File: src/rtl/aux_uart_pkg.sv
// Register map and bit positions for the aux-bus UART FIFO window.
// Shared by aux_uart_fifo and its testbench.
package aux_uart_pkg;

    typedef enum logic [2:0] {
        REG_DATA     = 3'd0,
        REG_STATUS   = 3'd1,
        REG_CTRL     = 3'd2,
        REG_PRESC_LO = 3'd3,
        REG_PRESC_HI = 3'd4
    } reg_e;

    localparam int NUM_REGS = 5;

    localparam int ST_RX_NEMPTY = 0;
    localparam int ST_RX_FULL   = 1;
    localparam int ST_TX_EMPTY  = 2;
    localparam int ST_TX_FULL   = 3;
    localparam int ST_RX_OVR    = 4;
    localparam int ST_TX_DROP   = 5;

    localparam int CTRL_RXIE     = 0;
    localparam int CTRL_TXIE     = 1;
    localparam int CTRL_TX_FLUSH = 6;
    localparam int CTRL_RX_FLUSH = 7;

endpackage

File: src/rtl/aux_uart_fifo_sync_fifo.sv
// Byte FIFO with separate occupancy count and synchronous flush.
// A pop in the same cycle frees a slot for a push into a full FIFO.
module sync_fifo #(
    parameter int WIDTH      = 8,
    parameter int DEPTH_LOG2 = 4
) (
    input  logic             clk,
    input  logic             reset_n,
    input  logic             flush,
    input  logic             push,
    input  logic [WIDTH-1:0] wdata,
    input  logic             pop,
    output logic [WIDTH-1:0] rdata,
    output logic             empty,
    output logic             full,
    output logic             drop
);

    localparam int DEPTH = 1 << DEPTH_LOG2;
    localparam logic [DEPTH_LOG2:0] FULL_CNT = (DEPTH_LOG2 + 1)'(DEPTH);

    logic [DEPTH_LOG2-1:0] wr_ptr;
    logic [DEPTH_LOG2-1:0] rd_ptr;
    logic [DEPTH_LOG2:0]   cnt;
    logic [WIDTH-1:0]      mem [DEPTH];
    logic                  do_push;
    logic                  do_pop;

    assign empty   = (cnt == '0);
    assign full    = (cnt == FULL_CNT);
    assign do_pop  = pop & ~empty & ~flush;
    assign do_push = push & ~flush & (~full | do_pop);
    assign drop    = push & ~flush & full & ~do_pop;
    assign rdata   = mem[rd_ptr];

    always_ff @(posedge clk or negedge reset_n) begin
        if (!reset_n) begin
            wr_ptr <= '0;
            rd_ptr <= '0;
            cnt    <= '0;
        end else if (flush) begin
            wr_ptr <= '0;
            rd_ptr <= '0;
            cnt    <= '0;
        end else begin
            if (do_push) begin
                wr_ptr <= wr_ptr + 1'b1;
            end
            if (do_pop) begin
                rd_ptr <= rd_ptr + 1'b1;
            end
            unique case ({do_push, do_pop})
                2'b10:   cnt <= cnt + 1'b1;
                2'b01:   cnt <= cnt - 1'b1;
                default: cnt <= cnt;
            endcase
        end
    end

    // Storage carries no reset; the count alone defines what is valid.
    always_ff @(posedge clk) begin
        if (do_push) begin
            mem[wr_ptr] <= wdata;
        end
    end

endmodule

File: src/rtl/aux_uart_fifo.sv
// Five-register aux-bus window in front of the UART stream ports.
// Define AUX_UART_IRQ_EN to build the interrupt flop and CTRL enables.
module aux_uart_fifo
    import aux_uart_pkg::*;
#(
    parameter int                        AUX_ADDR_WIDTH   = 16,
    parameter logic [AUX_ADDR_WIDTH-1:0] BASE_ADDR        = 16'hFF00,
    parameter int                        FIFO_DEPTH_LOG2  = 4,
    parameter logic [15:0]               DEFAULT_PRESCALE = 16'd1
) (
    input  logic                      clk,
    input  logic                      reset_n,
    input  logic [AUX_ADDR_WIDTH-1:0] aux_adr_i,
    input  logic [7:0]                aux_dat_i,
    output logic [7:0]                aux_dat_o,
    output logic                      aux_sel_o,
    input  logic                      aux_we_i,
    input  logic                      aux_re_i,
    output logic [7:0]                tx_tdata_o,
    output logic                      tx_tvalid_o,
    input  logic                      tx_tready_i,
    input  logic [7:0]                rx_tdata_i,
    input  logic                      rx_tvalid_i,
    output logic                      rx_tready_o,
    output logic [15:0]               prescale_o,
    output logic                      irq_o
);

    logic [AUX_ADDR_WIDTH-1:0] off;
    logic [2:0]                reg_sel;
    logic                      hit;
    logic                      wr;
    logic                      wr_data;
    logic                      wr_status;
    logic                      wr_ctrl;
    logic                      wr_plo;
    logic                      wr_phi;
    logic                      rd_pop;

    logic                      tx_flush;
    logic                      tx_empty;
    logic                      tx_full;
    logic                      tx_drop;
    logic                      tx_pop;
    logic                      rx_flush;
    logic                      rx_empty;
    logic                      rx_full;
    logic                      rx_drop;
    logic [7:0]                rx_head;

    logic                      rx_ovr_q;
    logic                      tx_drop_q;
    logic [15:0]               presc_q;
    logic                      rdy_q;
    logic                      rxie_q;
    logic                      txie_q;
    logic [7:0]                status;
    logic [7:0]                ctrl;
    logic [7:0]                rd_data;

    // Modular offset makes the window test a single compare.
    assign off     = aux_adr_i - BASE_ADDR;
    assign hit     = (off < AUX_ADDR_WIDTH'(NUM_REGS));
    assign reg_sel = off[2:0];

    assign wr        = hit & aux_we_i;
    assign wr_data   = wr & (reg_sel == REG_DATA);
    assign wr_status = wr & (reg_sel == REG_STATUS);
    assign wr_ctrl   = wr & (reg_sel == REG_CTRL);
    assign wr_plo    = wr & (reg_sel == REG_PRESC_LO);
    assign wr_phi    = wr & (reg_sel == REG_PRESC_HI);
    assign rd_pop    = hit & aux_re_i & (reg_sel == REG_DATA);

    assign tx_flush = wr_ctrl & aux_dat_i[CTRL_TX_FLUSH];
    assign rx_flush = wr_ctrl & aux_dat_i[CTRL_RX_FLUSH];
    assign tx_pop   = tx_tvalid_o & tx_tready_i;

    sync_fifo #(
        .WIDTH      (8),
        .DEPTH_LOG2 (FIFO_DEPTH_LOG2)
    ) u_tx_fifo (
        .clk     (clk),
        .reset_n (reset_n),
        .flush   (tx_flush),
        .push    (wr_data),
        .wdata   (aux_dat_i),
        .pop     (tx_pop),
        .rdata   (tx_tdata_o),
        .empty   (tx_empty),
        .full    (tx_full),
        .drop    (tx_drop)
    );

    sync_fifo #(
        .WIDTH      (8),
        .DEPTH_LOG2 (FIFO_DEPTH_LOG2)
    ) u_rx_fifo (
        .clk     (clk),
        .reset_n (reset_n),
        .flush   (rx_flush),
        .push    (rx_tvalid_i),
        .wdata   (rx_tdata_i),
        .pop     (rd_pop),
        .rdata   (rx_head),
        .empty   (rx_empty),
        .full    (rx_full),
        .drop    (rx_drop)
    );

    assign tx_tvalid_o = ~tx_empty;
    assign rx_tready_o = rdy_q;
    assign prescale_o  = presc_q;

    // A new drop event outranks a clear written in the same cycle.
    always_ff @(posedge clk or negedge reset_n) begin
        if (!reset_n) begin
            rx_ovr_q  <= 1'b0;
            tx_drop_q <= 1'b0;
            presc_q   <= DEFAULT_PRESCALE;
            rdy_q     <= 1'b0;
        end else begin
            rdy_q <= 1'b1;
            if (rx_drop) begin
                rx_ovr_q <= 1'b1;
            end else if (wr_status & aux_dat_i[ST_RX_OVR]) begin
                rx_ovr_q <= 1'b0;
            end
            if (tx_drop) begin
                tx_drop_q <= 1'b1;
            end else if (wr_status & aux_dat_i[ST_TX_DROP]) begin
                tx_drop_q <= 1'b0;
            end
            if (wr_plo) begin
                presc_q[7:0] <= aux_dat_i;
            end
            if (wr_phi) begin
                presc_q[15:8] <= aux_dat_i;
            end
        end
    end

`ifdef AUX_UART_IRQ_EN
    logic irq_q;

    always_ff @(posedge clk or negedge reset_n) begin
        if (!reset_n) begin
            rxie_q <= 1'b0;
            txie_q <= 1'b0;
            irq_q  <= 1'b0;
        end else begin
            if (wr_ctrl) begin
                rxie_q <= aux_dat_i[CTRL_RXIE];
                txie_q <= aux_dat_i[CTRL_TXIE];
            end
            irq_q <= (rxie_q & ~rx_empty)
                   | (txie_q & tx_empty)
                   | rx_ovr_q;
        end
    end

    assign irq_o = irq_q;
`else
    assign rxie_q = 1'b0;
    assign txie_q = 1'b0;
    assign irq_o  = 1'b0;
`endif

    always_comb begin
        status               = '0;
        status[ST_RX_NEMPTY] = ~rx_empty;
        status[ST_RX_FULL]   = rx_full;
        status[ST_TX_EMPTY]  = tx_empty;
        status[ST_TX_FULL]   = tx_full;
        status[ST_RX_OVR]    = rx_ovr_q;
        status[ST_TX_DROP]   = tx_drop_q;
    end

    always_comb begin
        ctrl            = '0;
        ctrl[CTRL_RXIE] = rxie_q;
        ctrl[CTRL_TXIE] = txie_q;
    end

    always_comb begin
        rd_data = '0;
        if (hit) begin
            unique case (reg_sel)
                REG_DATA:     rd_data = rx_empty ? 8'h00 : rx_head;
                REG_STATUS:   rd_data = status;
                REG_CTRL:     rd_data = ctrl;
                REG_PRESC_LO: rd_data = presc_q[7:0];
                REG_PRESC_HI: rd_data = presc_q[15:8];
                default:      rd_data = '0;
            endcase
        end
    end

    assign aux_dat_o = rd_data;
    assign aux_sel_o = hit;

endmodule

File: config.mk
export PLATFORM = sky130hd
export DESIGN_NAME = aux_uart_fifo
export DESIGN_NICKNAME = d
export VERILOG_FILES = /design/src/rtl/aux_uart_pkg.sv /design/src/rtl/aux_uart_fifo_sync_fifo.sv /design/src/rtl/aux_uart_fifo.sv
export SDC_FILE = /design/constraint.sdc
export NUM_CORES = 1
export LEC_CHECK = 0
export CAP_MARGIN = 20
export CORE_ASPECT_RATIO = 1.25
export CORE_MARGIN = 2
export CORE_UTILIZATION = 54
export CTS_BUF_LIST = sky130_fd_sc_hd__clkbuf_16
export DETAILED_ROUTE_END_ITERATION = 8
export PLACE_DENSITY = 0.85
export SYNTH_ARGS = -nofsm -noshare
export SYNTH_HDL_FRONTEND = slang
export SYNTH_SLANG_ARGS = --single-unit
export TNS_END_PERCENT = 50
File: constraint.sdc
create_clock -name clk -period 3.2 [get_ports clk]
set_input_delay 0.64 -clock clk [delete_from_list [all_inputs] [get_ports clk]]
set_output_delay 0.64 -clock clk [all_outputs]
set_load 0.01 [all_outputs]
# [Yosys cells after proc, flatten, opt, wreduce, memory -nomap -nowiden]
# Memories as Yosys holds them, arrays and structs flattened.
# Index checks and enable logic that the tools add are counted.
[word_totals] reg_bits=45 ramBits=256 input_bits=38 out_inout_bits=36 mem_count=2
[op_classes] add_sub_neg=9 order_cmp=1 n_eq_ne=10 mux=23 bitwise=35 n_reduce_logical=11
[memory_table] memory="u_rx_fifo.mem" depth=16 width=8 read_ports=1 rd_ports_with_merged_regs=0 wr=1 line_no="aux_uart_fifo_sync_fifo.sv:25" source="logic [WIDTH-1:0] mem [DEPTH];"
[memory_table] memory="u_tx_fifo.mem" depth=16 width=8 read_ports=1 rd_ports_with_merged_regs=0 wr=1 line_no="aux_uart_fifo_sync_fifo.sv:25"
[op_table] op="4-bit 2-to-1 mux" n=8
[op_table] op="8-bit case mux with 4 select lines" n=1
[op_table] op="1-bit bitwise AND" n=25
[op_table] op="5-bit case mux with 2 select lines" n=2
[op_table] op="4-bit by 1-bit adder with 4-bit output (second input constant)" n=4
[op_table] op="16-bit by 3-bit < comparator with 1-bit output (second input constant)" n=1
[op_table] op="8-bit 2-to-1 mux" n=2
[op_table] op="16-bit subtractor (second input constant)" n=1
[op_table] op="2-bit nonzero test" n=6
[op_table] op="5-bit by 1-bit adder with 5-bit output (second input constant)" n=2
[op_table] op="5-bit equality test (second input constant)" n=2
[op_table] op="5-bit logical NOT" n=2
[op_table] op="5-bit 2-to-1 mux" n=2
[op_table] op="5-bit by 1-bit subtractor with 5-bit output (second input constant)" n=2
[op_table] op="1-bit 2-to-1 mux" n=8
[op_table] op="1-bit inverter" n=8
[op_table] op="3-bit by 2-bit equality test with 1-bit output (second input constant)" n=2
[op_table] op="3-bit nonzero test" n=2
[op_table] op="2-bit by 1-bit equality test with 1-bit output (second input constant)" n=2
[op_table] op="2-bit equality test (second input constant)" n=2
[op_table] op="3-bit by 1-bit equality test with 1-bit output (second input constant)" n=1
[op_table] op="3-bit equality test (second input constant)" n=1
[op_table] op="3-bit logical NOT" n=1
[op_table] op="1-bit OR" n=2

# [Depth between registers and ports, before layout]
[logic_depth] depth_word=12 ltp_mapped=13 depth_no_buf=12

# [By module]
# From an unflattened synthesis, not the netlist that was laid out.
[hier_totals] cells_unflattened=813 area_unflattened_um2=12951.2
[by_module_without_submodules] module="sync_fifo at u_rx_fifo" instances=1 cells_per_inst=349 area_per_inst_um2=5923.2 seq_area_each_um2=4169.0
[by_module_without_submodules] module="sync_fifo at u_tx_fifo" instances=1 cells_per_inst=358 area_per_inst_um2=5908.2 seq_area_each_um2=4169.0
[by_module_without_submodules] module="aux_uart_fifo" instances=1 cells_per_inst=106 area_per_inst_um2=1119.8 seq_area_each_um2=476.7

# [Worst setup path before layout]
# OpenSTA, ideal clock, no wires.
[synth_path] path_type="in2reg" start="input port aux_adr_i[1]" end="memory u_rx_fifo.mem[1][0] (enable)" setup_time_ps=395 arrival_ps=2975 path_slack_ps=-170 stages=8 path_cell_list="clkbuf_1 > nor3_2 > o21a_1 > nand3_1 > nand3_1 > nor2b_1 > buf_2 > nor4bb_1"
[synth_between] elab_chain_len=11
[synth_rtl] element="start, declared" line_no="aux_uart_fifo.sv:13" source="input logic [AUX_ADDR_WIDTH-1:0] aux_adr_i,"
[synth_rtl] element="16-bit subtractor *" line_no="aux_uart_fifo.sv:62" source="assign off = aux_adr_i - BASE_ADDR;"
[synth_rtl] element="16-bit by 3-bit < comparator with 1-bit output" line_no="aux_uart_fifo.sv:63" source="assign hit = (off < AUX_ADDR_WIDTH'(NUM_REGS));"
[synth_rtl] element="1-bit bitwise AND" line_no="aux_uart_fifo.sv:66" source="assign wr = hit & aux_we_i;"
[synth_rtl] element="1-bit bitwise AND" line_no="aux_uart_fifo.sv:69" source="assign wr_ctrl = wr & (reg_sel == REG_CTRL);"
[synth_rtl] element="1-bit bitwise AND" line_no="aux_uart_fifo.sv:75" source="assign rx_flush = wr_ctrl & aux_dat_i[CTRL_RX_FLUSH];"
[synth_rtl] element="1-bit inverter" line_no="aux_uart_fifo_sync_fifo.sv:31, aux_uart_fifo_sync_fifo.sv:32"
[synth_rtl] element="1-bit bitwise AND" line_no="aux_uart_fifo_sync_fifo.sv:31" source="assign do_pop = pop & ~empty & ~flush;"
[synth_rtl] element="1-bit OR" line_no="aux_uart_fifo_sync_fifo.sv:32" source="assign do_push = push & ~flush & (~full | do_pop);"
[synth_rtl] element="1-bit bitwise AND *" line_no="aux_uart_fifo_sync_fifo.sv:32"
[synth_rtl] element="1-bit 2-to-1 mux *" line_no="aux_uart_fifo_sync_fifo.sv:62" source="if (do_push) begin"
[synth_rtl] element="1-bit 2-to-1 mux (implied by the code) *" line_no="aux_uart_fifo_sync_fifo.sv:63" source="mem[wr_ptr] <= wdata;"
[synth_rtl] element="end, declared" line_no="aux_uart_fifo_sync_fifo.sv:25"
# Mark *: on every way between the ends. The rest lies on a longest branch, timed or not.

# [Worst setup path in the final report]
[layout_path] start="register u_rx_fifo.rd_ptr[0]" end="output port aux_dat_o[3]"
[layout_between] elab_chain_len=4
[layout_rtl] element="start, declared" line_no="aux_uart_fifo_sync_fifo.sv:23" source="logic [DEPTH_LOG2-1:0] rd_ptr;"
[layout_rtl] element="start signal, assigned" line_no="aux_uart_fifo_sync_fifo.sv:50" source="rd_ptr <= rd_ptr + 1'b1;"
[layout_rtl] element="memory read 16 x 8 bit"
[layout_rtl] element="8-bit 2-to-1 mux" line_no="aux_uart_fifo.sv:188" source="REG_DATA: rd_data = rx_empty ? 8'h00 : rx_head;"
[layout_rtl] element="8-bit case mux with 4 select lines" line_no="aux_uart_fifo.sv:187" source="unique case (reg_sel)"
[layout_rtl] element="8-bit 2-to-1 mux" line_no="aux_uart_fifo.sv:186" source="if (hit) begin"
[layout_rtl] element="end, declared" line_no="aux_uart_fifo.sv:15" source="output logic [7:0] aux_dat_o,"
# No other way between the ends.

==> results.json <==
{
  "place.gp.congestion": 0.834,
  "dieArea_um2": 25000,
  "layout-drive-gt1-share_pct": 29.5,
  "max_slew_margin_pct": 44.0,
  "fin_nets": 1020,
  "whs_ns": 0.168,
  "cellLeakagePower_nw": 5.91,
  "setup-violations-final": 10,
  "core-area_um2": 23600,
  "met1Wirelength_mm": 11.3,
  "netlist-cell-type-count": 60,
  "synthCells": 795,
  "fin_area_um2": 16100,
  "cts_tree": "yes",
  "overflow": 0,
  "placed_area_um2": 14600,
  "netlist_area_um2": 12800,
  "grt_use_total_pct": 25.6,
  "grt_pass1_vias": 8364,
  "yosys_warnings": 0,
  "antenna_cells": 0,
  "via_per_inst": 6.19,
  "drc": 0,
  "pin_count": 74,
  "finalMaxSlewViolations": 0,
  "power_density_nw_per_um2": 678,
  "vdd_drop_max_mv": 0.659,
  "wl_met2_mm": 17.7,
  "area_growth_pct": 25.5,
  "crit_path_frequent_cell": "buf_4",
  "clk_latency_ns": 0.56,
  "h-tree-depth": 1,
  "cp-start-kind": "flop",
  "final_cell_mix": "256 x edfxtp_1, 82 x buf_4, 57 x clkdlybuf4s50_1",
  "grt_antenna_before_repair": 0,
  "drtIter0Drc": 608,
  "syn_nets": 851,
  "drt-wirelength-per-cell_um": 25.0,
  "die_h_um": 176,
  "synth_seq_cells": 301,
  "cpPeakStageDelay_ns": 0.54,
  "final_common_cell": "edfxtp_1",
  "clk_pin_slew_worst_paths_ns": 0.07,
  "max_freq_mhz": 297,
  "worst-path-buf-inv": 5,
  "drv_cap": 0,
  "fin_worst_skew_ns": 0.0113,
  "ant_nets": 0,
  "place_inst": 1202,
  "routed.top_layer": "met4",
  "drt_first_pass_iters": 5,
  "fin_cells": 1279,
  "grt_pass1_wl_mm": 48.1,
  "start_util_pct": 54.4,
  "hold_violations": 0,
  "critical_path_peak_fanout": 4,
  "vias": 7914,
  "end_kind": "output pin",
  "dp_hpwl_mm": 19.8,
  "synthFlopType": "edfxtp_1",
  "rows": 63,
  "met3WireLength_mm": 1.68,
  "cts_max_path_buffers": 3,
  "min_path_type": "in2async",
  "cp.required_ns": 2.56,
  "crit_type": "reg2out",
  "place_ws_ns": -0.388,
  "numCtsBuffers": 29,
  "status": "finished with violations",
  "seq_area_frac_synth_pct": 68.7,
  "finalWorstSetupSlack_ns": -0.165,
  "die_x_um": 142,
  "cts_root_buf": "clkbuf_16",
  "clock_sinks": 301,
  "cp_top_family": "buffers and inverters",
  "path_cells": "buf_6, buf_4, buf_8, mux4_2, a22oi_2, a21oi_2, a221oi_2, buf_4, nor2_1, buf_2",
  "cp_slowest_cell": "mux4_2",
  "io_buffer_count": 72,
  "violations": "negative setup slack",
  "synth-async-reset-ratio_pct": 15.0,
  "cts_hold_buf": 0,
  "grt_max_degree": 36,
  "rsz0062_at_grt": "true",
  "tightestPinTransition_ns": 0.837,
  "cp.arrival_ns": 2.73,
  "wl_mm": 32.0,
  "fin_crit_ns": 3.37,
  "fin_crit_sh_pct": 105,
  "synth_edf_count": 256,
  "r2r_slack_ns": 0.15,
  "synth.avg_cell_area_um2": 16.1
}
## report_power, final
part	leakage [nW]	internal, W	switching [W]
Combinational	2.54	0.00122	0.00138
Clock	0.491	0.00202	0.00150
Sequential	2.88	0.00454	0.000265
Total	5.91	0.00777	0.00315
## sequential cells by signal (all words and copies together), names as in the netlist
register          count
rx_ovr_q              1
u_rx_fifo.rd_ptr      4
u_rx_fifo.cnt         5
u_tx_fifo.cnt         5
u_tx_fifo.wr_ptr      4
u_rx_fifo.wr_ptr      4
rx_tready_o           1
prescale_o           16
u_tx_fifo.rd_ptr      4
u_rx_fifo.mem       128
tx_drop_q             1
u_tx_fifo.mem       128
## synthesized netlist by cell type (all sizes together) (16+ instances only)
| master | instances | area share, % |
|---|---|---|
| a21oi | 24 | 0.94 |
| a22oi | 18 | 1.1 |
| and3 | 18 | 0.88 |
| clkbuf | 28 | 0.82 |
| dfrtp | 44 | 8.6 |
| edfxtp | 256 | 60 |
| ha | 16 | 1.6 |
| inv | 16 | 0.47 |
| mux2 | 21 | 1.8 |
| mux2i | 40 | 3.1 |
| mux4 | 45 | 7.9 |
| nand2 | 49 | 1.4 |
| nor2 | 36 | 1.1 |
| o21ai | 24 | 0.97 |
## cells by family after synthesis
family / count (synthesis) / synth area share (%)
buffers and inverters: 58 / 1.81
AOI/OAI and AO/OA: 116 / 6.17
muxes: 106 / 12.9
adders and majority gates: 18 / 1.87
xor gates and xnor gates: 16 / 1.09
and+or+nand+nor: 178 / 7.44
other: 2 / 0.0585
DFF: 301 / 68.7
## stage by stage
| stage | power, W | util [%] | TNS, ns |
|---|---|---|---|
| finish | 0.0109 | 68.3 | -0.853 |
| global route | 0.0113 | 68.3 | -1.69 |
| CTS | 0.0107 | 67.8 | -0.964 |
| detailed placement | 0.00718 | 61.8 | -15.19 |
| global placement | 0.00708 | 61.8 | -4.47 |
| floorplan | 0.00624 | - | -1.36 |
## cell type report
class | count | area [um2]
repair buffers | 180 | 1750
clock inverters | 23 | 221
fillers | 1457 | 7460
well taps | 292 | 365
inverters | 16 | 60.1
flip-flops and latches | 301 | 8820
clock buffers | 31 | 776
multi-input cells | 436 | 4120
## final timing paths
kind / end / cells after the start / from
setup reg to reg: u_rx_fifo.cnt[4]$_DFFE_PN0P_ / 12 / u_rx_fifo.cnt[1]$_DFFE_PN0P_
hold reg to reg: rx_ovr_q$_DFFE_PN0P_ / 2 / rx_ovr_q$_DFFE_PN0P_
hold / removal: u_rx_fifo.cnt[1]$_DFFE_PN0P_ / 1 / reset_n
setup / recovery: aux_dat_o[3] / 10 / u_rx_fifo.rd_ptr[0]$_DFFE_PN0P_
min in group clk: rx_ovr_q$_DFFE_PN0P_ / 2 / rx_ovr_q$_DFFE_PN0P_
max in group asynchronous: prescale_o[13]$_DFFE_PN0P_ / 2 / reset_n
## metal layers
layer | GRT usage, % | up-vias
met5 | 0 | -
met4 | 10.3 | 0
met3 | 3.58 | 81
met2 | 48.1 | 300
met1 | 29.2 | 4063
li1 | - | 3470
## timing repair
item | in CTS | in global routing
gates resized for setup | 91 | 37
endpoints found under the setup margin | 17 | 16
setup buffers | 18 | 8
cloned | 3 | 1
endpoints found under the hold margin | 0 | 0
pin swaps | 19 | 13
(Power assumes the default switching activity.)
